### src/rtl/sha256_padder.sv
// sha256_padder: pads a 32-bit big-endian word stream into 512-bit SHA-256 blocks
// and paces them to the core using its block-completion pulse.
module sha256_padder #(
  parameter int LEN_W = 64
) (
  input  logic         clk_i,
  input  logic         rstn_i,
  input  logic [31:0]  data_i,
  input  logic         data_vld_i,
  input  logic         data_last_i,
  input  logic [1:0]   data_bytes_i,
  output logic         data_rdy_o,
  output logic [511:0] blk_o,
  output logic         blk_vld_o,
  output logic         blk_last_o,
  input  logic         hash_vld_i,
  output logic         digest_vld_o
);
  typedef enum logic [1:0] {COLLECT, EMIT, WAIT_HASH, PAD} state_t;
  state_t state, state_n;
  logic [511:0] wbuf, wbuf_n, pblk;
  logic [3:0] idx;
  logic [LEN_W-1:0] len, len_n;
  logic pad_pend, mk_placed;
  logic [2:0] nb;
  logic [6:0] bcnt;
  logic [31:0] msk, mrk, wd;
  logic [63:0] len64, lenq64;
  logic full4, fits, blk_done, fin;
  assign nb = data_bytes_i == 2'd0 ? 3'd4 : {1'b0, data_bytes_i};
  assign full4 = data_last_i && data_bytes_i == 2'd0;
  assign bcnt = {1'b0, idx, 2'b0} + 7'(nb);
  assign fits = bcnt <= 7'd55;
  assign blk_done = data_last_i || idx == 4'd15;
  assign fin = state == WAIT_HASH && hash_vld_i && blk_last_o;
  assign len_n = len + (data_last_i ? LEN_W'({nb, 3'b0}) : LEN_W'(32));
  assign len64 = 64'(len_n);
  assign lenq64 = 64'(len);
  // invalid trailing bytes are zeroed and the marker lands right after the last valid byte
  assign msk = data_bytes_i == 2'd1 ? 32'hff000000 : data_bytes_i == 2'd2 ? 32'hffff0000 :
               data_bytes_i == 2'd3 ? 32'hffffff00 : 32'hffffffff;
  assign mrk = data_bytes_i == 2'd1 ? 32'h00800000 : data_bytes_i == 2'd2 ? 32'h00008000 :
               data_bytes_i == 2'd3 ? 32'h00000080 : 32'h0;
  assign wd = data_last_i ? (data_i & msk) | mrk : data_i;
  assign pblk = {lenq64[31:0], lenq64[63:32], 416'd0, mk_placed ? 32'h0 : 32'h80000000};
  always_comb begin
    wbuf_n = wbuf;
    wbuf_n[{idx, 5'b0} +: 32] = wd;
    if (full4 && idx != 4'd15) wbuf_n[{idx + 4'd1, 5'b0} +: 32] = 32'h80000000;
    if (data_last_i && fits) wbuf_n[511:448] = {len64[31:0], len64[63:32]};
  end
  always_ff @(posedge clk_i or negedge rstn_i) begin
    if (!rstn_i) state <= COLLECT;
    else state <= state_n;
  end
  always_comb begin
    state_n = state;
    case (state)
      COLLECT:   state_n = data_vld_i && blk_done ? EMIT : COLLECT;
      EMIT:      state_n = WAIT_HASH;
      WAIT_HASH: state_n = !hash_vld_i ? WAIT_HASH : (!blk_last_o && pad_pend) ? PAD : COLLECT;
      PAD:       state_n = EMIT;
      default:   state_n = COLLECT;
    endcase
  end
  always_comb begin
    data_rdy_o = rstn_i && state == COLLECT;
    blk_vld_o = state == EMIT;
  end
  always_ff @(posedge clk_i or negedge rstn_i) begin
    if (!rstn_i) begin
      wbuf <= '0;
      blk_o <= '0;
      idx <= '0;
      len <= '0;
      pad_pend <= 1'b0;
      mk_placed <= 1'b0;
      blk_last_o <= 1'b0;
      digest_vld_o <= 1'b0;
    end else begin
      digest_vld_o <= fin;
      if (state == COLLECT && data_vld_i) begin
        len <= len_n;
        if (blk_done) begin
          blk_o <= wbuf_n;
          wbuf <= '0;
          idx <= '0;
          blk_last_o <= data_last_i && fits;
          pad_pend <= data_last_i && !fits;
          mk_placed <= !(full4 && idx == 4'd15);
        end else begin
          wbuf <= wbuf_n;
          idx <= idx + 4'd1;
        end
      end
      if (state == PAD) begin
        blk_o <= pblk;
        blk_last_o <= 1'b1;
        pad_pend <= 1'b0;
      end
      if (fin) begin
        len <= '0;
        blk_last_o <= 1'b0;
        blk_o <= '0;
      end
    end
  end
endmodule

### config.mk
export PLATFORM = sky130hd
export DESIGN_NAME = sha256_padder
export DESIGN_NICKNAME = d
export VERILOG_FILES = /design/src/rtl/sha256_padder.sv
export SDC_FILE = /design/constraint.sdc
export NUM_CORES = 2
export LEC_CHECK = 0
export ABC_AREA = 1
export ABC_CLOCK_PERIOD_IN_PS = 3580
export BUFFER_PORTS_ARGS = -buffer_cell sky130_fd_sc_hd__buf_4
export CAP_MARGIN = 0
export CORE_MARGIN = 2
export CORE_UTILIZATION = 50
export DETAILED_ROUTE_END_ITERATION = 7
export PLACE_DENSITY = 0.81
export SLEW_MARGIN = 20
export SYNTH_ARGS = -nofsm -noshare
export SYNTH_HDL_FRONTEND = slang
export SYNTH_SLANG_ARGS = --single-unit
### constraint.sdc
create_clock -name clk_i -period 3.58 [get_ports clk_i]
set_input_delay 0.358 -clock clk_i [delete_from_list [all_inputs] [get_ports clk_i]]
set_output_delay 0.358 -clock clk_i [all_outputs]
set_load 0.01 [all_outputs]
After elaboration in Yosys (flattened, before gate mapping)
Index checks and enable logic that the tools add are counted.
W data, S select, Z words.
Cells by class
  add/sub/neg operators: 5
  order comparisons: 1
  eq/ne operators: 8
  shift operators: 4
  multiplexer cells: 33
  bitwise logic cells: 2
  reductions and logical operators: 25
Operator list (number)
  $mux W512: 6
  $bwmux W512: 2
  $shift A32 B11 Y512 const A: 2
  $shiftx A32 B11 Y512: 1
  $shiftx A32 B11 Y512 const A: 1
  $mux W64: 3
  $add A64 B6 Y64: 1
  $mux W32: 2
  $mux W24: 2
  $and A32 B32 Y32: 1
  $mux W16: 2
  $or A32 B24 Y32: 1
  $neg A9 Y11: 2
  $mux W8: 2
  $logic_and A1 B1 Y1: 11
  $eq A2 B2 Y1 const B: 4
  $mux W1: 8
  $pmux W2 S4: 1
  $add A6 B3 Y7: 1
  $le A7 B6 Y1 const B: 1
  $mux W6: 1
  $reduce_and A2 Y1: 3
  $reduce_bool A2 Y1: 3
  $reduce_bool A3 Y1: 2
  10 further kinds: 15
Word-level totals
  bits in registers: 1098
  bits of input ports: 39
  output and inout port bits: 516
  logic and storage cells: 87

Logic depth before layout (Yosys ltp)
  depth in word-level cells: 16
  depth in mapped cells: 19

Worst setup path before layout
Ideal clock, no wire load.
  path type: input -> register
  from: in data_bytes_i[0]
  to: reg blk_o[509]
  arrival: 2.446 ns
  data required time: 3.459 ns
  path slack: 1.013 ns
  cell stages on the path: 17
  path buffers: 0
  cells stage by stage: inv_1 ha_1 inv_1 nand2_1 nor2_1 fa_1 nand2_1 nand2_1 nand2_1 nor2_1 nand2_1 nor2_1 nand2_1 nand3_1 nand2_1 o21bai_1 nand2_1
Between the ends
  cells in the longest elaborated chain, start to end: 16
RTL lines
  start: declaration: RTL line 11  | input logic [1:0] data_bytes_i,
  $eq A2 B2 Y1: RTL line 41, 43
  $mux W8: RTL line 41  | data_bytes_i == 2'd3 ? 32'hffffff00 : 32'hffffffff;
  $mux W16: RTL line 40  | assign msk = data_bytes_i == 2'd1 ? 32'hff000000 : data_bytes_i == 2'd2 ? 32'hffff0000 :
  $mux W24: RTL line 40
  $and A32 B32 Y32: RTL line 44  | assign wd = data_last_i ? (data_i & msk) | mrk : data_i;
  $or A32 B24 Y32: RTL line 44
  $mux W32: RTL line 44
  $shiftx A32 B11 Y512: RTL line 48  | wbuf_n[{idx, 5'b0} +: 32] = wd;
  $bwmux W512: RTL line 48
  $bwmux W512: RTL line 49  | if (full4 && idx != 4'd15) wbuf_n[{idx + 4'd1, 5'b0} +: 32] = 32'h80000000;
  $mux W512: RTL line 49
  $mux W64 (*): RTL line 50  | if (data_last_i && fits) wbuf_n[511:448] = {len64[31:0], len64[63:32]};
  $mux W512 (*): RTL line 84  | if (blk_done) begin
  $mux W512 (*): RTL line 82  | if (state == COLLECT && data_vld_i) begin
  $mux W512 (*): RTL line 96  | if (state == PAD) begin
  $mux W512 (*): RTL line 101  | if (fin) begin
  end signal: assignment: RTL line 85  | blk_o <= wbuf_n;
  end signal: assignment: RTL line 97  | blk_o <= pblk;
  end: declaration: RTL line 13  | output logic [511:0] blk_o,
Mark *: on every way between the ends. The rest lies on a longest branch, timed or not. The select of a mux whose other input is x is not followed.
A chain may end at the register's enable or synchronous reset.

Final worst setup path
  from: reg idx[1]
  to: reg wbuf[322]
Between the ends
  cells in the longest elaborated chain, start to end: 6
RTL lines
  start: declaration: RTL line 22  | logic [3:0] idx;
  start signal: assignment: RTL line 93  | idx <= idx + 4'd1;
  $add A4 B1 Y4 or $neg A9 Y11 (tied branches): RTL line 49, 48
  $neg A9 Y11 (tied with other cells): RTL line 49
  $shiftx A32 B11 Y512 (tied with other cells): RTL line 49
  $bwmux W512: RTL line 49
  $mux W512: RTL line 49
  $mux W512 (*): RTL line 84
  end signal: assignment: RTL line 92  | wbuf <= wbuf_n;
  end: declaration: RTL line 21  | logic [511:0] wbuf, wbuf_n, pblk;
Mark *: on every way between the ends. The rest lies on a longest branch, timed or not.

==> impl_metrics.toml <==
[final_layout]
fin_nets = 6657
finalNonFillerCells = 8062
final_area_um2 = 60400
area_growth_syn_to_layout_pct = 18.8
post-route-util_pct = 60.1
fillCellCount = 8540
drive_gt1_share_pct = 14.7

[sta]
fin_tns_setup_ns = 0
fmax_mhz = 323
finalSetupViolCount = 0
final.setup.worst_slack_ns = 0.482
slew_headroom_pct = 22.7
fin_crit_ns = 3.10
hold_viol_final = 0
slew_viol_final = 0
worst_pin_slew_ns = 1.16
clock_skew_ns = 0.0609
rsz0062_at_grt = "no"
period_share_pct = 86.5

[detailed_routing]
wl_per_cell_um = 23.7
dr.pass1.iters = 8
vias = 48527
vias_per_cell = 6.02
drt-initial-drc-count = 6967
postRouteAntennaNets = 0
wirelength_mm = 191
drcViolationCount = 1

[global_route]
grt_pass1_vias = 46188
grt_max_degree = 231
grt_first_pass_wirelength_mm = 286
antenna_found_initial = 6
grt_overflow = 0
grt_use_total_pct = 36.2

[synth]
synth_simple_gate_area_share_pct = 22.7
synth_top_family_by_area = "simple AND/OR/NAND/NOR gates"
ys_top_cells_by_count = "nand2_1, dfrtp_1, o21ai_0"
synth_area_um2 = 50800
ys_seq_area_share_pct = 53.9
syn_inst = 6229
synth_area_leader_cell = "dfrtp_1"
ys_ff_latch = 1095
synth_edf_count = 0
synth-xor-area-share_pct = 0.364
yosysWarnings = 0
synthAdderAreaFrac_pct = 0.433
muxShareOfSynthArea_pct = 0
synth_top_cell_area_share_pct = 53.9
synthDistinctLibCells = 43
netlist_top_cells_area = "dfrtp_1, nand2_1, o21ai_0"
synth.avg_cell_area_um2 = 8.16
yosys.cell_count.top_type = "nand2_1"
synth_nets = 6285
dominantRegCellSynth = "dfrtp_1"
synth_compound_area_share_pct = 16.0
async_flop_share_pct = 100

[place]
dp_slack_ns = 0.285
dp_cells = 7839
placement.io_buffers = 554
dp_hpwl_mm = 125
placed_cell_area_um2 = 56300
gp_congestion = 0.982

[clock_network]
worstSkewPairLatency_ns = 0.74
cts_inserted_buffers = 114
numClockSinks = 1095
cts_root_buf = "clkbuf_16"
clk_pin_slew_ns = 0.07
clk_path_buf_depth = 3
htreeDepth = 3
cts_tree = "built"
postCtsSetupRepairBufs = 0

[floorplan]
io_pins = 555
num_rows = 116
start_util_pct = 50.6
die_area_um2 = 104000
coreArea_um2 = 100000
die_w_um = 323
die_h_um = 323

[setup_path]
cpMostUsedCell = "nand2_1"
critPathKind = "reg -> reg"
max_stage_delay_ns = 0.48
worstPathArrival_ns = 3.68
cpMaxStageDelayCell = "buf_4"
end_kind = "flip-flop"
path_cells = "inv_1, ha_1, xnor2_4, inv_2, nor2_1, nand2_1, clkinv_1, buf_4, nand2_1, o211ai_1, o21ai_0"
worst_setup_path_start_kind = "flip-flop"
path_max_fanout = 52
required_ns = 4.16

[power_and_ir_drop]
cellLeakagePower_nw = 29.2
vdd_ir_drop_max_mv = 0.519
powerDensity_nw_per_um2 = 795

[run_status]
violations = "design-rule violations"
status = "finished with violations"

[run]
maxCapViolations = 0

[worst_hold_path]
min_path_type = "in -> reg"
==> flip-flops by register name, summed over array words and instances (netlist names) <==
name          flops
blk_last_o        1
pad_pend          1
state             2
blk_o           512
digest_vld_o      1
idx               4
wbuf            512
len              61
mk_placed         1
==> per-stage QoR <==
step	hold WS [ns]	total power [mW]
2_1_floorplan	0.0624	27.5
3_3_place_gp	0.456	34.6
3_5_place_dp	0.460	35.2
4_1_cts	0.0000924	47.7
5_1_grt	0.0330	50.3
6_report	0.0336	48.0
==> worst paths after layout <==
kind	from	endpoint	slack [ns]	cells after the start
max	idx[1]	wbuf[322]	0.48	11
min	data_vld_i	len[5]	0.03	2
max reg2reg	idx[1]	wbuf[322]	0.48	11
min reg2reg	wbuf[269]	wbuf[269]	0.48	2
max in group asynchronous	rstn_i	blk_o[197]	2.00	4
min in group asynchronous	rstn_i	blk_o[139]	0.29	3
==> critical path, delay by kind of cell (launching register included) <==
family	cells	cell delay (ns)
buffers and inverters	4	1.01
and+or+nand+nor	3	0.73
DFF	1	0.39
adders and majority gates	1	0.31
AOI/OAI and AO/OA	2	0.28
xor gates and xnor gates	1	0.20
==> repair_timing <==
item	CTS	global route
hold endpoints to repair	62	0
hold buffers	2	0
endpoints found under the setup margin	0	0
resized for setup	0	0
==> power by group <==
group | switching, mW | total (mW) | internal (mW)
combinational | 11.4 | 17.4 | 5.94
sequential | 2.63 | 18.2 | 15.5
clock | 5.29 | 12.5 | 7.20
total | 19.3 | 48.0 | 28.7
==> cell usage in the layout, fill, tap and decap left out, drive strengths merged, types with 2 or more instances in the layout <==
master       Yosys  routed
o21ai          855     855
dlygate4sd3      0       2
a32o             5       5
nand4           57      57
o21bai          18      18
nand3          358     358
buf            193     699
o211ai         264     264
and2             4       4
nor2           286     286
o22ai          166     166
a21oi          101     101
nor3            10      10
diode            0       6
dfrtp         1095    1095
nand2         2110    2110
xor2            18      18
a22o             6       6
clkinv           5      25
inv            364     368
ha              16      16
or2             38      38
bufinv           0       8
clkbuf         252     172
clkinvlp         0      10
==> metal layers <==
layer | track usage (%) | vias to the layer above | routed length [um]
li1 | - | 21339 | -
met1 | 48.1 | 23462 | 72100
met2 | 52.8 | 3082 | 82900
met3 | 9.12 | 636 | 22200
met4 | 23.6 | 8 | 14000
met5 | 0 | - | 51
==> cells by family (layout without fill, tap and decap cells) <==
group	after synthesis	in the layout
AOI/OAI and AO/OA	1419	1419
xor gates and xnor gates	19	19
adders and majority gates	17	17
buffers and inverters	814	1284
DFF	1095	1095
other	0	6
and+or+nand+nor	2865	2865
==> area by class of cell <==
cell class / instances / area, um^2 / area share [%]
Multi-Input combinational cell: 4320 / 20100 / 33.3
Inverter: 369 / 1420 / 2.35
Tap cell: 1357 / 1700 / 2.81
Clock inverter: 42 / 543 / 0.900
Clock buffer: 172 / 3420 / 5.67
Antenna cell: 6 / 15.0 / 0.0249
Sequential cell: 1095 / 27400 / 45.4
Timing Repair Buffer: 701 / 5730 / 9.50
Power figures use the tool's default switching activity.
